--- src/rtl/map_mmc3_multi_if.sv ---
// Cartridge-edge bus between the console side (CPU/PPU) and the MMC3 multicart mapper.
interface map_mmc3_multi_if #(
    parameter int PRG_W = 19,
    parameter int CHR_W = 19
) ();
    logic [14:0]       cpu_addr;
    logic [7:0]        cpu_dat;
    logic              cpu_rw;
    logic              cpu_ce;
    logic [3:0]        ppu_addr;
    logic [PRG_W-14:0] prg_addr;
    logic [CHR_W-11:0] chr_addr;
    logic              ciram_a10;
    logic              ciram_ce;
    logic              ram_ce;
    logic              ram_we;
    logic              irq;

    modport master (
        output cpu_addr, cpu_dat, cpu_rw, cpu_ce, ppu_addr,
        input  prg_addr, chr_addr, ciram_a10, ciram_ce, ram_ce, ram_we, irq
    );

    modport slave (
        input  cpu_addr, cpu_dat, cpu_rw, cpu_ce, ppu_addr,
        output prg_addr, chr_addr, ciram_a10, ciram_ce, ram_ce, ram_we, irq
    );
endinterface

--- src/rtl/map_mmc3_multi.sv ---
// MMC3-compatible mapper with a lockable outer-bank register (multicart) and an
// A12-filtered scanline IRQ counter.
module map_mmc3_multi #(
    parameter int OUTER_BITS = 2,
    parameter int PRG_W      = 19,
    parameter int CHR_W      = 19,
    parameter int A12_FILT   = 3,
    parameter int IRQ_MODE   = 0,
    parameter int LOCK_EN    = 1
) (
    input  logic               m2,
    input  logic               map_rst,
    map_mmc3_multi_if.slave    bus
);
    localparam int PRG_IN = PRG_W - 13 - OUTER_BITS;
    localparam int CHR_IN = CHR_W - 10 - OUTER_BITS;

    logic [7:0]            r_bank [8];
    logic [2:0]            r_sel;
    logic                  r_prg_mode;
    logic                  r_chr_inv;
    logic                  r_mirror;
    logic                  r_wram_en;
    logic                  r_wram_wp;
    logic                  r_mmc3_mode;
    logic [1:0]            r_nrom_bank;
    logic                  r_lock;
    logic [OUTER_BITS-1:0] r_outer;
    logic [7:0]            r_latch;
    logic [7:0]            r_count;
    logic                  r_pending;
    logic                  r_irq_en;
    logic                  r_irq;
    logic [2:0]            r_lowrun;

    logic [1:0]            w_a14_13;
    logic                  w_wr;
    logic [2:0]            w_reg;
    logic                  w_locked;
    logic                  w_outer_wr;
    logic                  w_a12;
    logic                  w_rise;
    logic                  w_reload;
    logic [7:0]            w_count_nxt;
    logic                  w_set_cond;
    logic                  w_irq_set;
    logic [PRG_IN-1:0]     w_prg_inner;
    logic [7:0]            w_chr_bank;
    logic                  w_a12x;

    // Zero-extend or truncate an 8-bit bank number to the inner address width.
    function automatic logic [PRG_IN-1:0] prg_bank(input logic [7:0] b);
        prg_bank = '0;
        for (int unsigned i = 0; i < PRG_IN; i++) prg_bank[i] = (i < 8) && b[i[2:0]];
    endfunction

    function automatic logic [CHR_IN-1:0] chr_bank(input logic [7:0] b);
        chr_bank = '0;
        for (int unsigned i = 0; i < CHR_IN; i++) chr_bank[i] = (i < 8) && b[i[2:0]];
    endfunction

    assign w_a14_13   = bus.cpu_addr[14:13];
    assign w_wr       = !bus.cpu_ce && !bus.cpu_rw;
    assign w_reg      = {bus.cpu_addr[14:13], bus.cpu_addr[0]};
    assign w_locked   = (LOCK_EN != 0) && r_lock;
    assign w_outer_wr = bus.cpu_ce && !bus.cpu_rw && (w_a14_13 == 2'b11) && r_wram_en && !w_locked;

    assign w_a12       = bus.ppu_addr[2];
    assign w_rise      = w_a12 && (r_lowrun >= 3'(A12_FILT));
    assign w_reload    = (r_count == 8'd0) || r_pending;
    assign w_count_nxt = w_reload ? r_latch : r_count - 8'd1;

    // Old-style IRQ fires only on a real 1->0 step or on a forced reload of zero.
    generate
        if (IRQ_MODE == 0) begin : g_irq_new
            assign w_set_cond = (w_count_nxt == 8'd0);
        end else begin : g_irq_old
            assign w_set_cond = (r_pending && (r_latch == 8'd0)) || (!w_reload && (r_count == 8'd1));
        end
    endgenerate

    assign w_irq_set = w_rise && r_irq_en && w_set_cond;

    always_ff @(posedge m2 or posedge map_rst) begin
        if (map_rst) begin
            r_bank[0]   <= 8'd0;
            r_bank[1]   <= 8'd2;
            r_bank[2]   <= 8'd4;
            r_bank[3]   <= 8'd5;
            r_bank[4]   <= 8'd6;
            r_bank[5]   <= 8'd7;
            r_bank[6]   <= 8'd0;
            r_bank[7]   <= 8'd1;
            r_sel       <= '0;
            r_prg_mode  <= 1'b0;
            r_chr_inv   <= 1'b0;
            r_mirror    <= 1'b0;
            r_wram_en   <= 1'b0;
            r_wram_wp   <= 1'b0;
            r_mmc3_mode <= 1'b0;
            r_nrom_bank <= '0;
            r_lock      <= 1'b0;
            r_outer     <= '0;
            r_latch     <= '0;
            r_count     <= '0;
            r_pending   <= 1'b0;
            r_irq_en    <= 1'b0;
            r_irq       <= 1'b0;
            r_lowrun    <= '0;
        end else begin
            if (w_wr) begin
                case (w_reg)
                    3'd0: begin
                        r_sel      <= bus.cpu_dat[2:0];
                        r_prg_mode <= bus.cpu_dat[6];
                        r_chr_inv  <= bus.cpu_dat[7];
                    end
                    3'd1: r_bank[r_sel] <= (r_sel[2:1] == 2'b00) ? {bus.cpu_dat[7:1], 1'b0} : bus.cpu_dat;
                    3'd2: r_mirror <= bus.cpu_dat[0];
                    3'd3: begin
                        r_wram_en <= bus.cpu_dat[7];
                        r_wram_wp <= bus.cpu_dat[6];
                    end
                    3'd4: r_latch <= bus.cpu_dat;
                    3'd6: r_irq_en <= 1'b0;
                    3'd7: r_irq_en <= 1'b1;
                    default: ;
                endcase
            end

            if (w_outer_wr) begin
                r_mmc3_mode <= bus.cpu_dat[0];
                r_nrom_bank <= bus.cpu_dat[2:1];
                r_lock      <= bus.cpu_dat[3];
                r_outer     <= bus.cpu_dat[7:8-OUTER_BITS];
            end

            if (w_rise) begin
                r_count <= w_count_nxt;
                if (w_reload) r_pending <= 1'b0;
            end
            // A reload request landing on a counted rise must survive it.
            if (w_wr && (w_reg == 3'd5)) r_pending <= 1'b1;

            if (w_a12)                r_lowrun <= '0;
            else if (r_lowrun != 3'd7) r_lowrun <= r_lowrun + 3'd1;

            if (w_wr && (w_reg == 3'd6)) r_irq <= 1'b0;
            else if (w_irq_set)          r_irq <= 1'b1;
        end
    end

    always_comb begin
        w_prg_inner = '0;
        if (r_mmc3_mode) begin
            case ({r_prg_mode, w_a14_13})
                3'b000:  w_prg_inner = prg_bank(r_bank[6]);
                3'b001:  w_prg_inner = prg_bank(r_bank[7]);
                3'b010:  w_prg_inner = {{(PRG_IN-1){1'b1}}, 1'b0};
                3'b100:  w_prg_inner = {{(PRG_IN-1){1'b1}}, 1'b0};
                3'b101:  w_prg_inner = prg_bank(r_bank[7]);
                3'b110:  w_prg_inner = prg_bank(r_bank[6]);
                default: w_prg_inner = '1;
            endcase
        end else begin
            w_prg_inner = prg_bank({4'b0000, r_nrom_bank, w_a14_13});
        end
    end

    assign w_a12x = bus.ppu_addr[2] ^ r_chr_inv;

    always_comb begin
        w_chr_bank = '0;
        if (!w_a12x) w_chr_bank = {r_bank[{2'b00, bus.ppu_addr[1]}][7:1], bus.ppu_addr[0]};
        else         w_chr_bank = r_bank[{1'b0, bus.ppu_addr[1:0]} + 3'd2];
    end

    assign bus.prg_addr  = bus.cpu_ce ? '0 : {r_outer, w_prg_inner};
    assign bus.chr_addr  = {r_outer, chr_bank(w_chr_bank)};
    assign bus.ciram_a10 = r_mirror ? bus.ppu_addr[1] : bus.ppu_addr[0];
    assign bus.ciram_ce  = !bus.ppu_addr[3];
    assign bus.ram_ce    = r_wram_en && bus.cpu_ce && (w_a14_13 == 2'b11);
    assign bus.ram_we    = bus.ram_ce && !bus.cpu_rw && !r_wram_wp;
    assign bus.irq       = r_irq;
endmodule
--- src/flat_wrapper.sv ---
// flat-port wrapper written by rule: the top's interface ports become plain ports
module map_mmc3_multi_flat 
#(
    parameter int OUTER_BITS = 2,
    parameter int PRG_W      = 19,
    parameter int CHR_W      = 19,
    parameter int A12_FILT   = 3,
    parameter int IRQ_MODE   = 0,
    parameter int LOCK_EN    = 1
)
  (m2, map_rst, bus_cpu_addr, bus_cpu_dat, bus_cpu_rw, bus_cpu_ce, bus_ppu_addr, bus_prg_addr, bus_chr_addr, bus_ciram_a10, bus_ciram_ce, bus_ram_ce, bus_ram_we, bus_irq);
  map_mmc3_multi_if #(.PRG_W(PRG_W), .CHR_W(CHR_W)) bus_i ();
  input  logic m2;
  input  logic map_rst;
  input wire logic [$bits(bus_i.cpu_addr)-1:0] bus_cpu_addr;
  input wire logic [$bits(bus_i.cpu_dat)-1:0] bus_cpu_dat;
  input wire logic [$bits(bus_i.cpu_rw)-1:0] bus_cpu_rw;
  input wire logic [$bits(bus_i.cpu_ce)-1:0] bus_cpu_ce;
  input wire logic [$bits(bus_i.ppu_addr)-1:0] bus_ppu_addr;
  output wire logic [$bits(bus_i.prg_addr)-1:0] bus_prg_addr;
  output wire logic [$bits(bus_i.chr_addr)-1:0] bus_chr_addr;
  output wire logic [$bits(bus_i.ciram_a10)-1:0] bus_ciram_a10;
  output wire logic [$bits(bus_i.ciram_ce)-1:0] bus_ciram_ce;
  output wire logic [$bits(bus_i.ram_ce)-1:0] bus_ram_ce;
  output wire logic [$bits(bus_i.ram_we)-1:0] bus_ram_we;
  output wire logic [$bits(bus_i.irq)-1:0] bus_irq;
  assign bus_i.cpu_addr = bus_cpu_addr;
  assign bus_i.cpu_dat = bus_cpu_dat;
  assign bus_i.cpu_rw = bus_cpu_rw;
  assign bus_i.cpu_ce = bus_cpu_ce;
  assign bus_i.ppu_addr = bus_ppu_addr;
  assign bus_prg_addr = bus_i.prg_addr;
  assign bus_chr_addr = bus_i.chr_addr;
  assign bus_ciram_a10 = bus_i.ciram_a10;
  assign bus_ciram_ce = bus_i.ciram_ce;
  assign bus_ram_ce = bus_i.ram_ce;
  assign bus_ram_we = bus_i.ram_we;
  assign bus_irq = bus_i.irq;
  map_mmc3_multi #(.OUTER_BITS(OUTER_BITS), .PRG_W(PRG_W), .CHR_W(CHR_W), .A12_FILT(A12_FILT), .IRQ_MODE(IRQ_MODE), .LOCK_EN(LOCK_EN)) u_core (.m2(m2), .map_rst(map_rst), .bus(bus_i));
endmodule
--- config.mk ---
export PLATFORM = sky130hd
export DESIGN_NAME = map_mmc3_multi_flat
export DESIGN_NICKNAME = d
export VERILOG_FILES = /design/src/rtl/map_mmc3_multi_if.sv /design/src/rtl/map_mmc3_multi.sv /design/src/flat_wrapper.sv
export SDC_FILE = /design/constraint.sdc
export NUM_CORES = 1
export LEC_CHECK = 0
export CORE_MARGIN = 3
export CORE_UTILIZATION = 50
export DETAILED_ROUTE_END_ITERATION = 12
export GPL_ROUTABILITY_DRIVEN = 0
export PLACE_DENSITY = 0.73
export SLEW_MARGIN = 15
export SYNTH_ARGS = -nofsm -noshare
export SYNTH_HDL_FRONTEND = slang
export SYNTH_SLANG_ARGS = --single-unit
--- constraint.sdc ---
create_clock -name m2 -period 3.2 [get_ports m2]
set_clock_uncertainty 0.15 [all_clocks]
set_input_delay 0.48 -clock m2 [delete_from_list [all_inputs] [get_ports m2]]
set_output_delay 0.48 -clock m2 [all_outputs]
set_load 0.03 [all_outputs]
==> results.md <==
- Mapped Avg Cell Area: ~12 um^2
- Final nets: 418
- Core Box Area: 0.00826 mm^2
- Starting Density: 51.5%
- Post-Route Utilization: 59.5%
- DR pass1 iterations: 5
- Syn Nets: 379
- Post-synthesis compound-gate area fraction: between 7 and 8%
- Total grt overflow: 0
- Status: finished clean
- Post-synthesis sequential area ratio: approximately half
- WL final: between 8 and 9 mm
- Slew Limit Fails: 0
- Vias per inst: roughly 5.7
- Slowest CP cell: clkdlybuf4s50_1
- Req. time, crit path: between 2000 and 3000 ps
- Crit path DAT: 2390 ps
- Initial antenna violation count: 0
- CTS tree: built
- Synth area leader: dfrtp_1
- Worst slew margin: 65.2%
- Post-synthesis register bit count: between 80 and 90
- Antenna Violating Nets Remaining: 0
- Clock transition at path regs: 80 ps
- Final period util: between 90% and 100%
- Static leakage: roughly 2.2 nW
- First-pass GRT wire length: 14.5 mm
- Worst path max stage delay: roughly 700 ps
- Post-synthesis mux area share: ~25%
- Max Root-Sink Buffers: 2
- Rows: 33
- Syn Inst Count: approximately 340
- Setup slack, reg-to-reg: about 900 ps
- Vias in the first global route: 2821
- CP endpoint kind: primary output
- Slew at the pin with the worst max-slew slack: around 520 ps
- First DRT Iteration DRCs: around 120
- Main combinational cell family by area after synthesis: multiplexers
- Fmax: 332 MHz
- Post-synth top area share: 43.5%
- Post-CTS resize count: 0
- Sink Count: 84
- CP Max Fanout: 13
- Max IR drop VDD: 281 uV
- Synth area leaders: dfrtp_1 44%, mux2_2 19%, dfstp_2 6.2%, mux4_2 3.2%, mux2i_1 2.4%
- CP cell instances: clkdlybuf4s50_1 > nand3b_1 > o221ai_1 > a21oi_1 > clkdlybuf4s50_1
- Total CTS buffers: 9
- Most used cell, CP: clkdlybuf4s50_1
- Top FF cell, synth: dfrtp_1
- Synth warnings: 0
- Max cap viols: 0
- Most numerous cell in the Yosys netlist: dfrtp_1
- TNS Setup: 0 ps
- R2r startpoint: u_core.r_count[1]
- Final setup vio count: 0
- HP Class: reg -> reg
- Post-route DRC: 0
- Total number of vias: 2826
- Port Buf Inserts: 38
- Boundary Pins: 51
- Xor/xnor share of the synthesized area: less than 1%
- FFs w/ async S/R, synth: 100%
- Crit start category: primary input
- ANT cells: 0
- Post-synth EDFFs: 0
- Post-CTS Setup Bufs: 0
- Hold Startpoint: u_core.r_lock
- Crit Path Category: in -> out
- Layout cells sized above 1: a little over a third
- Synth Area in Adders: between 1 and 1.5%
- Top cells by count, synth: 74 x dfrtp_1, 72 x mux2_2, 18 x o21ai_0, 16 x nand2_1, 14 x nor2_1
- Post-Syn Area: 0.00426 mm^2
- Die X: slightly below 100 um
- Hpwl dp: between 6 and 7 mm
- RSZ-0062 raised after global routing: no
- Synth-to-Final Area Change: 15.4%
- Hold Buf Count CTS: 0
- Synth cell types: 57
- Synth Area in Simple Gates: a little over an eighth
- CTS H-tree depth: 3
- GRT Total Usage: approximately a fifth
- Die Ht: 98.3 um
- Largest net degree at the start of global routing: 85
- Min Tclk post-route: between 3000 and 4000 ps
- Final hold viol count: 0
- Die area: between 0.009 and 0.01 mm^2
- CTS root buf: clkbuf_8
- WL per Instance: between 15 and 20 um
- PwrDens: 630 mW/mm^2
- Worst skew pair latency: approximately 350 ps
- Crit path launch: bus_cpu_addr[13]
==> registers in the layout, summed over array words and instances (netlist names) <==
register,flops
u_core.r_outer,2
u_core.r_lock,1
u_core.r_lowrun,3
u_core.r_irq_en,1
u_core.r_wram_en,1
u_core.r_latch,8
u_core.r_sel,3
u_core.r_nrom_bank,2
u_core.r_pending,1
u_core.r_bank,48
u_core.r_chr_inv,1
u_core.r_prg_mode,1
u_core.r_count,8
u_core.r_wram_wp,1
u_core.bus.irq,1
u_core.r_mmc3_mode,1
u_core.r_mirror,1
==> cells by family (layout without fill, tap and decap cells) <==
logic type      Yosys count  count (layout)
mux                      88              88
xor+xnor                  3               3
buf+inv                  27              71
compound gates           51              51
flops                    84              84
simple gates             85              85
fa+ha+maj                 5               5
==> cells in the final DEF (no fill, tap or decap), types with 8 or more instances in the layout <==
cell and instances:
mux2_2 72, dfrtp_1 74, dfstp_2 10, clkdlybuf4s50_1 31, clkbuf_8 10, nand2b_1 8, nand2_1 16, o21ai_0 18
nor2_1 14, nor3_1 8, buf_4 16, mux2i_1 10, a21oi_1 12
==> final timing paths <==
kind                                     end  cells past startpoint
setup reg to reg              u_core.bus.irq                      7
max in group asynchronous  u_core.r_bank[18]                      3
setup / recovery             bus_prg_addr[3]                      5
min in group asynchronous  u_core.r_bank[60]                      3
hold reg to reg                u_core.r_lock                      1
hold / removal                 u_core.r_lock                      1
==> power breakdown <==
part           switching, mW  internal [mW]  leakage [nW]
clock                  0.369          0.301        0.0824
sequential             0.244           1.29          1.07
combinational          0.441          0.454          1.05
total                   1.05           2.04          2.20
==> through the flow <==
step                setup slack (ps)  total power, mW  hold WS (ps)  cells  instance area [um^2]
floorplan                        421             2.17           279    343                  4260
global placement                 230             2.40           292    476                  4740
detailed placement               190             2.45           298    476                  4740
CTS                              179             3.12           318    492                  4910
global route                    85.6             3.28           347    492                  4910
finish                           184             3.10           320    492                  4910
==> cell type report <==
| cell class | instances | area (um^2) |
|---|---|---|
| clock buffers | 12 | 145 |
| clock inverters | 4 | 25.0 |
| fillers | 667 | 3340 |
| inverters | 7 | 27.5 |
| multi-input cells | 232 | 2020 |
| flip-flops and latches | 84 | 2110 |
| well taps | 105 | 131 |
| repair buffers | 48 | 450 |
==> worst max-delay path, delay by kind of cell <==
| family | cells | cell delay (ps) |
|---|---|---|
| AO/OA/AOI/OAI | 2 | 300 |
| buffers and inverters | 2 | 1410 |
| AND/OR/NAND/NOR | 1 | 190 |
==> layer usage <==
| layer | global-route usage [%] | up-vias | routed length [um] |
|---|---|---|---|
| met5 | 0 | - | 0 |
| met1 | 26.1 | 1444 | 3950 |
| met4 | 7.04 | 0 | 123 |
| met2 | 30.2 | 38 | 4290 |
| met3 | 3.36 | 10 | 225 |
| li1 | - | 1334 | - |
No activity file was read; power rests on OpenSTA's default activity.
